## src/rtl/dispatch_sequencer.sv

```systemverilog
// Single-entry dispatch buffer with a 16-bit matrix scoreboard and a RUN/DRAIN/HALTED sequencer.
// Optional stall counter output is enabled with `define STALL_CNT_EN.

module dispatch_sequencer_chk (
  input logic        CLK,
  input logic        nRST,
  input logic [15:0] set_vec,
  input logic [15:0] clr_vec
);

  // A scoreboard bit must never be set and cleared in the same cycle.
  always @(posedge CLK) begin
    if (nRST) begin
      assert ((set_vec & clr_vec) == 16'h0000);
    end
  end

endmodule

module dispatch_sequencer (
  input  logic        CLK,
  input  logic        nRST,
  input  logic        dec_valid,
  output logic        dec_ready,
  input  logic [1:0]  dec_fu_t,
  input  logic        dec_halt,
  input  logic        dec_m_reg_write,
  input  logic [3:0]  dec_matrix_rd,
  input  logic [15:0] dec_m_src,
  input  logic        s_fu_ready,
  input  logic        m_fu_ready,
  input  logic        g_fu_ready,
  output logic        s_issue,
  output logic        m_issue,
  output logic        g_issue,
  output logic [3:0]  iss_matrix_rd,
  input  logic        m_wb_valid,
  input  logic [3:0]  m_wb_rd,
  input  logic        g_wb_valid,
  input  logic [3:0]  g_wb_rd,
  output logic [15:0] pending,
  output logic        halted
`ifdef STALL_CNT_EN
  ,
  output logic [31:0] stall_cnt
`endif
);

  localparam logic [1:0] ST_RUN    = 2'd0;
  localparam logic [1:0] ST_DRAIN  = 2'd1;
  localparam logic [1:0] ST_HALTED = 2'd2;

  logic [1:0]  state_r;
  logic        buf_valid_r;
  logic [1:0]  buf_fu_t_r;
  logic        buf_halt_r;
  logic        buf_m_reg_write_r;
  logic [3:0]  buf_rd_r;
  logic [15:0] buf_m_src_r;
  logic [15:0] pending_r;

  logic        hazard_s;
  logic        issue_fire_s;
  logic        discard_s;
  logic        halt_take_s;
  logic [15:0] set_vec_s;
  logic [15:0] clr_vec_s;
  logic [15:0] pending_nxt_s;

  // Issue decision, handshake and scoreboard next-state from registered state only.
  always_comb begin
    hazard_s      = (|(buf_m_src_r & pending_r)) || (buf_m_reg_write_r && pending_r[buf_rd_r]);
    s_issue       = 1'b0;
    m_issue       = 1'b0;
    g_issue       = 1'b0;
    discard_s     = 1'b0;
    halt_take_s   = 1'b0;
    if (nRST && (state_r == ST_RUN) && buf_valid_r) begin
      if (buf_halt_r) begin
        halt_take_s = 1'b1;
      end else begin
        case (buf_fu_t_r)
          2'd0:    s_issue = s_fu_ready;
          2'd1:    m_issue = !hazard_s && m_fu_ready;
          2'd2:    g_issue = !hazard_s && g_fu_ready;
          default: discard_s = 1'b1;
        endcase
      end
    end else begin
      halt_take_s = 1'b0;
    end
    issue_fire_s = s_issue || m_issue || g_issue;

    if (!nRST) begin
      dec_ready = 1'b1;
    end else if (state_r == ST_RUN) begin
      dec_ready = !buf_valid_r || issue_fire_s || discard_s;
    end else begin
      dec_ready = 1'b0;
    end

    if ((m_issue || g_issue) && buf_m_reg_write_r) begin
      set_vec_s = 16'h0001 << buf_rd_r;
    end else begin
      set_vec_s = 16'h0000;
    end
    clr_vec_s = 16'h0000;
    if (m_wb_valid) begin
      clr_vec_s = clr_vec_s | (16'h0001 << m_wb_rd);
    end else begin
      clr_vec_s = clr_vec_s;
    end
    if (g_wb_valid) begin
      clr_vec_s = clr_vec_s | (16'h0001 << g_wb_rd);
    end else begin
      clr_vec_s = clr_vec_s;
    end
    // Set wins over clear; the checker flags the illegal overlap.
    pending_nxt_s = (pending_r & ~clr_vec_s) | set_vec_s;

    iss_matrix_rd = nRST ? buf_rd_r : 4'h0;
    pending       = pending_r;
    halted        = (state_r == ST_HALTED);
  end

  // Instruction buffer, scoreboard and sequencer state.
  always_ff @(posedge CLK) begin
    if (!nRST) begin
      state_r           <= ST_RUN;
      buf_valid_r       <= 1'b0;
      buf_fu_t_r        <= 2'd0;
      buf_halt_r        <= 1'b0;
      buf_m_reg_write_r <= 1'b0;
      buf_rd_r          <= 4'h0;
      buf_m_src_r       <= 16'h0000;
      pending_r         <= 16'h0000;
    end else begin
      pending_r <= pending_nxt_s;
      if (dec_valid && dec_ready) begin
        buf_valid_r       <= 1'b1;
        buf_fu_t_r        <= dec_fu_t;
        buf_halt_r        <= dec_halt;
        buf_m_reg_write_r <= dec_m_reg_write;
        buf_rd_r          <= dec_matrix_rd;
        buf_m_src_r       <= dec_m_src;
      end else if (issue_fire_s || discard_s || halt_take_s) begin
        buf_valid_r <= 1'b0;
      end else begin
        buf_valid_r <= buf_valid_r;
      end
      // DRAIN looks at the post-writeback scoreboard so halted rises the cycle after the last clear.
      case (state_r)
        ST_RUN:    state_r <= halt_take_s ? ST_DRAIN : ST_RUN;
        ST_DRAIN:  state_r <= (pending_nxt_s == 16'h0000) ? ST_HALTED : ST_DRAIN;
        ST_HALTED: state_r <= ST_HALTED;
        default:   state_r <= ST_RUN;
      endcase
    end
  end

`ifdef STALL_CNT_EN
  logic [31:0] stall_cnt_r;

  // Saturating count of RUN cycles where the buffered instruction could not leave.
  always_ff @(posedge CLK) begin
    if (!nRST) begin
      stall_cnt_r <= 32'h0000_0000;
    end else if ((state_r == ST_RUN) && buf_valid_r && !issue_fire_s && !discard_s &&
                 (stall_cnt_r != 32'hFFFF_FFFF)) begin
      stall_cnt_r <= stall_cnt_r + 32'h0000_0001;
    end else begin
      stall_cnt_r <= stall_cnt_r;
    end
  end

  assign stall_cnt = stall_cnt_r;
`endif

  dispatch_sequencer_chk u_chk (
    .CLK     (CLK),
    .nRST    (nRST),
    .set_vec (set_vec_s),
    .clr_vec (clr_vec_s)
  );

endmodule

```

## config.mk

```make
export PLATFORM = sky130hd
export DESIGN_NAME = dispatch_sequencer
export DESIGN_NICKNAME = d
export VERILOG_FILES = /design/src/rtl/dispatch_sequencer.sv
export SDC_FILE = /design/constraint.sdc
export NUM_CORES = 1
export LEC_CHECK = 0
export CAP_MARGIN = 30
export CORE_MARGIN = 2
export CORE_UTILIZATION = 30
export DETAILED_ROUTE_END_ITERATION = 16
export GPL_TIMING_DRIVEN = 0
export PLACE_DENSITY = 0.54
export SYNTH_ARGS = -nofsm -noshare
export SYNTH_HDL_FRONTEND = slang
export SYNTH_HIERARCHICAL = 1
export SYNTH_SLANG_ARGS = --single-unit
```

## constraint.sdc

```tcl
create_clock -name CLK -period 2.4 [get_ports CLK]
set_input_delay 0.72 -clock CLK [delete_from_list [all_inputs] [get_ports CLK]]
set_output_delay 0.72 -clock CLK [all_outputs]
set_load 0.01 [all_outputs]
```

==> impl_results.html <==
<table>
<tr><th>Metric</th><th>Value</th></tr>
<tr><th colspan="2">Min path</th></tr>
<tr><td>Capture endpoint of the worst hold path</td><td>buf_m_src_r[7]$_SDFFE_PN0P_</td></tr>
<tr><td>Number of cells traversed by the worst hold path</td><td>2</td></tr>
<tr><td>Worst hold path class</td><td>reg2reg</td></tr>
<tr><td>Start point of the worst hold path</td><td>buf_m_src_r[7]$_SDFFE_PN0P_</td></tr>
<tr><th colspan="2">Timing</th></tr>
<tr><td>Total count of hold-check failures in the final report</td><td>0</td></tr>
<tr><td>Time the worst path needs with I/O delays and setup</td><td>2.71 ns</td></tr>
<tr><td>Fin worst setup slack</td><td>-0.314 ns</td></tr>
<tr><td>Highest attainable clock frequency</td><td>369 MHz</td></tr>
<tr><td>Slew Limit Headroom</td><td>~67%</td></tr>
<tr><td>Unrepaired setup endpoints after global routing</td><td>true</td></tr>
<tr><td>Setup clock skew after layout</td><td>between 0.004 and 0.005 ns</td></tr>
<tr><td>Count of endpoints failing setup in the final report</td><td>5</td></tr>
<tr><td>Number of slew-limit violations in the final report</td><td>0</td></tr>
<tr><td>Least-Margin Pin Slew</td><td>between 0.4 and 0.5 ns</td></tr>
<tr><td>Post-route fraction of the period consumed by the critical path</td><td>113%</td></tr>
<tr><th colspan="2">Global routing</th></tr>
<tr><td>Largest net degree at the start of global routing</td><td>13</td></tr>
<tr><td>Number of antenna violations at the first check in global routing</td><td>0</td></tr>
<tr><td>Overflow after GRT</td><td>0</td></tr>
<tr><td>Number of global-route vias before repair</td><td>2416</td></tr>
<tr><td>Global-route wire length before repair</td><td>12500 µm</td></tr>
<tr><td>Total global routing track utilization</td><td>a little under a fifth</td></tr>
<tr><th colspan="2">Clock tree</th></tr>
<tr><td>H-tree depth</td><td>2</td></tr>
<tr><td>Root Driver</td><td>sky130_fd_sc_hd__clkbuf_8</td></tr>
<tr><td>Clock transition at the registers of the reported paths</td><td>roughly 0.070 ns</td></tr>
<tr><td>Clock buffer depth</td><td>2</td></tr>
<tr><td>Inserted Clock Buffers</td><td>5</td></tr>
<tr><td>Clock latency reported for the late side of the worst-skew pair</td><td>0.29 ns</td></tr>
<tr><td>Sink Count</td><td>43</td></tr>
<tr><td>Clock tree from TritonCTS</td><td>done</td></tr>
<tr><th colspan="2">Critical path</th></tr>
<tr><td>Cell Chain, Critical Path</td><td>buf_6 -&gt; mux4_2 -&gt; mux2i_1 -&gt; o22a_2 -&gt; nand3_2 -&gt; nand2_2 -&gt; a21o_1 -&gt; buf_2</td></tr>
<tr><td>Category of the critical setup timing path</td><td>reg2out</td></tr>
<tr><td>Data required time of the worst path</td><td>1.68 ns</td></tr>
<tr><td>Crit path arrival time</td><td>1.99 ns</td></tr>
<tr><td>Maximum cell stage delay along the critical path</td><td>a little under 0.5 ns</td></tr>
<tr><td>Cell family with most CP delay</td><td>multiplexers</td></tr>
<tr><td>Element type at the critical path start</td><td>register</td></tr>
<tr><td>Total buffers and inverters traversed by the critical path</td><td>2</td></tr>
<tr><td>R2r endpoint</td><td>pending[11]$_SDFF_PN0_</td></tr>
<tr><td>Launch instance of the worst register-to-register path</td><td>buf_rd_r[0]$_SDFFE_PN0P_</td></tr>
<tr><td>Worst Path Max Fanout</td><td>5</td></tr>
<tr><td>Slack of the worst reg-to-reg path</td><td>~0.28 ns</td></tr>
<tr><td>Worst reg-to-reg path cell count</td><td>9</td></tr>
<tr><td>Cell with the biggest individual delay on the critical path</td><td>sky130_fd_sc_hd__mux4_2</td></tr>
<tr><td>Endpoint class of the critical path</td><td>output pin</td></tr>
<tr><th colspan="2">Die</th></tr>
<tr><td>Horizontal die dimension</td><td>94.5 µm</td></tr>
<tr><td>Initial Utilization</td><td>between 30% and 40%</td></tr>
<tr><td>Die outline height</td><td>94.5 µm</td></tr>
<tr><td>Standard-cell row count</td><td>33</td></tr>
<tr><td>Area enclosed by the die boundary</td><td>8940 µm²</td></tr>
<tr><td>Core Area</td><td>8090 µm²</td></tr>
<tr><td># IOs</td><td>65</td></tr>
<tr><th colspan="2">Pwr</th></tr>
<tr><td>Leakage power summed over all cells</td><td>0.00141 µW</td></tr>
<tr><td>Total power of the final layout</td><td>1540 µW</td></tr>
<tr><td>Worst IR drop on VDD</td><td>around 0.28 mV</td></tr>
<tr><td>Pwr Density</td><td>446 nW/µm²</td></tr>
<tr><th colspan="2">Synthesis</th></tr>
<tr><td>Sequential fraction of the synthesis area</td><td>35.0%</td></tr>
<tr><td>Top-area cell type share of the netlist area</td><td>35.0%</td></tr>
<tr><td>Synthesized netlist cell count</td><td>around 300</td></tr>
<tr><td>Count of warnings emitted by yosys</td><td>6</td></tr>
<tr><td>Post-Synthesis Net Count</td><td>339</td></tr>
<tr><td>Yosys reg bits</td><td>43</td></tr>
<tr><td>Post-synth EDFFs</td><td>0</td></tr>
<tr><td>Area contributors post-synth</td><td>sky130_fd_sc_hd__dfxtp_1, sky130_fd_sc_hd__mux2i_1, sky130_fd_sc_hd__nand2_1</td></tr>
<tr><td>Post-synthesis instance area</td><td>2460 µm²</td></tr>
<tr><td>Distinct cell type count of the synthesized netlist</td><td>46</td></tr>
<tr><td>Fraction of synthesis flops using an asynchronous set or reset pin</td><td>0%</td></tr>
<tr><td>Most common library cells after synthesis</td><td>sky130_fd_sc_hd__nand2_1, sky130_fd_sc_hd__dfxtp_1, sky130_fd_sc_hd__mux2i_1</td></tr>
<tr><td>Most frequently used cell type in the post-synthesis netlist</td><td>sky130_fd_sc_hd__nand2_1</td></tr>
<tr><td>Most instantiated flip-flop cell in the synthesis netlist</td><td>sky130_fd_sc_hd__dfxtp_1</td></tr>
<tr><td>Cell taking the most area after synthesis</td><td>sky130_fd_sc_hd__dfxtp_1</td></tr>
<tr><td>Per-instance average area after synthesis</td><td>between 8 and 9 µm²</td></tr>
<tr><th colspan="2">Routing</th></tr>
<tr><td>Antenna violation net count after detailed routing</td><td>0</td></tr>
<tr><td>Total wire length</td><td>about 7900 µm</td></tr>
<tr><td>Top Metal Used</td><td>met4</td></tr>
<tr><td>Length of routed met2 wiring</td><td>3570 µm</td></tr>
<tr><td>Initial drt markers</td><td>199</td></tr>
<tr><td>Routed met1 length</td><td>3610 µm</td></tr>
<tr><td>DRC violations left</td><td>0</td></tr>
<tr><td>Via-per-instance ratio</td><td>5.15</td></tr>
<tr><td>DR pass1 iterations</td><td>5</td></tr>
<tr><td>Post-DR wirelength/cell</td><td>16.3 µm</td></tr>
<tr><td>Met3 layer wire length in the routed design</td><td>529 µm</td></tr>
<tr><td>Total number of vias</td><td>2487</td></tr>
<tr><th colspan="2">Job</th></tr>
<tr><td>MaxCap Viol Count</td><td>0</td></tr>
<tr><th colspan="2">Placed design</th></tr>
<tr><td>IO Port Bufs</td><td>63</td></tr>
<tr><td>DP Wirelength</td><td>just over 6000 µm</td></tr>
<tr><td>Cell area reported after detailed placement</td><td>3230 µm²</td></tr>
<tr><td>Global placement routability congestion</td><td>0.958</td></tr>
<tr><th colspan="2">Status</th></tr>
<tr><td>Violations in the final reports</td><td>negative setup slack</td></tr>
<tr><td>Result of the run</td><td>finished with violations</td></tr>
<tr><th colspan="2">Final layout</th></tr>
<tr><td>Final net count</td><td>417</td></tr>
<tr><td>Area Growth Syn to Fin</td><td>40.1%</td></tr>
<tr><td>Antenna diode instance count</td><td>0</td></tr>
<tr><td>Post-route design area</td><td>3440 µm²</td></tr>
<tr><td>Fraction of final layout cells sized beyond drive strength 1</td><td>between 10% and 20%</td></tr>
</table>
## power breakdown
part | internal [µW] | leakage [µW] | switching, µW | total [µW]
Combinational | 162 | 0.00102 | 158 | 320
Clock | 204 | 0.0000422 | 232 | 436
Sequential | 751 | 0.000351 | 29.5 | 780
Total | 1120 | 0.00141 | 420 | 1540
## area by class of cell
class | count | area (µm²)
Clock buffer | 7 | 76.3
Buffer | 15 | 130
Tap cell | 105 | 131
Multi-Input combinational cell | 234 | 1550
Sequential cell | 43 | 863
Clock inverter | 1 | 5.00
Timing Repair Buffer | 72 | 661
Fill cell | 864 | 4650
Inverter | 6 | 22.5
## cell usage in the layout, fill, tap and decap left out, types with 4 or more instances in the layout
master and n:
sky130_fd_sc_hd__a21oi_1 18, sky130_fd_sc_hd__a22oi_1 8, sky130_fd_sc_hd__a31oi_1 10, sky130_fd_sc_hd__buf_2 6, sky130_fd_sc_hd__buf_4 10, sky130_fd_sc_hd__clkbuf_1 8
sky130_fd_sc_hd__clkbuf_8 6, sky130_fd_sc_hd__clkdlybuf4s50_1 47, sky130_fd_sc_hd__dfxtp_1 41, sky130_fd_sc_hd__dlygate4sd2_1 12, sky130_fd_sc_hd__inv_1 5, sky130_fd_sc_hd__mux2i_1 26
sky130_fd_sc_hd__mux4_2 4, sky130_fd_sc_hd__nand2_1 65, sky130_fd_sc_hd__nand2b_1 6, sky130_fd_sc_hd__nand3_1 9, sky130_fd_sc_hd__nand3b_1 5, sky130_fd_sc_hd__nand4_1 4
sky130_fd_sc_hd__nor2_1 20, sky130_fd_sc_hd__nor2b_1 6, sky130_fd_sc_hd__o21ai_1 6
## worst reg2reg max path, cell delays in order (launching register included)
cell                      delay [ns]
sky130_fd_sc_hd__dfxtp_2        0.34
sky130_fd_sc_hd__buf_6          0.13
sky130_fd_sc_hd__mux4_2         0.50
sky130_fd_sc_hd__mux2i_1        0.16
sky130_fd_sc_hd__o22a_2         0.19
sky130_fd_sc_hd__and4_1         0.19
sky130_fd_sc_hd__buf_4          0.17
sky130_fd_sc_hd__buf_6          0.15
sky130_fd_sc_hd__nand3_1        0.08
sky130_fd_sc_hd__a21oi_1        0.15
## through the flow
stage	setup WS [ns]	std cells	util, %	hold WS (ns)	TNS, ns
floorplan	0.0157	299	-	0.438	0
global placement	-0.731	467	39.9	0.448	-5.33
detailed placement	-0.720	467	39.9	0.454	-5.19
CTS	-0.329	480	42.0	0.465	-0.955
global route	-0.453	483	42.5	0.490	-1.46
finish	-0.314	483	42.5	0.462	-0.894
## worst max path at each step
stage	slack [ns]	startpoint	cells after the start	endpoint
after floorplan	0.02	buf_rd_r[0]$_SDFFE_PN0P_	6	g_issue
after global placement	-0.73	g_fu_ready	8	dec_ready
after detailed placement	-0.72	g_fu_ready	8	dec_ready
after CTS	-0.33	buf_rd_r[0]$_SDFFE_PN0P_	8	dec_ready
after global routing	-0.45	buf_rd_r[0]$_SDFFE_PN0P_	7	g_issue
final	-0.31	buf_rd_r[0]$_SDFFE_PN0P_	8	dec_ready
## repair_timing
| action | 4_1_cts | 5_1_grt |
|---|---|---|
| setup buffers | 5 | 3 |
| gates resized for setup | 55 | 11 |
| pin swaps | 10 | 3 |
| hold buffers | 0 | 0 |
| setup endpoints to repair | 10 | 6 |
| gates cloned | 1 | 0 |
## state kept, by name, summed over array words and instances (netlist names)
register	cells
buf_m_src_r	16
pending	16
buf_rd_r	4
buf_fu_t_r	2
state_r	2
buf_halt_r	1
buf_m_reg_write_r	1
buf_valid_r	1
## per-layer routing
layer  track usage [%]  vias up
li1                  -     1233
met2              27.6       91
met5                 0        -
met4              5.68        0
met1              25.6     1151
met3              3.51       12
## cells by family (layout without fill, tap and decap cells)
logic type / Yosys count / after routing / synth area share, %
AND/OR/NAND/NOR: 135 / 135 / 26.5
AO/OA/AOI/OAI: 69 / 69 / 18.0
flip-flops: 43 / 43 / 35.0
multiplexers: 30 / 30 / 14.7
buffers and inverters: 22 / 101 / 5.80
No activity file was read; power rests on OpenSTA's default activity.
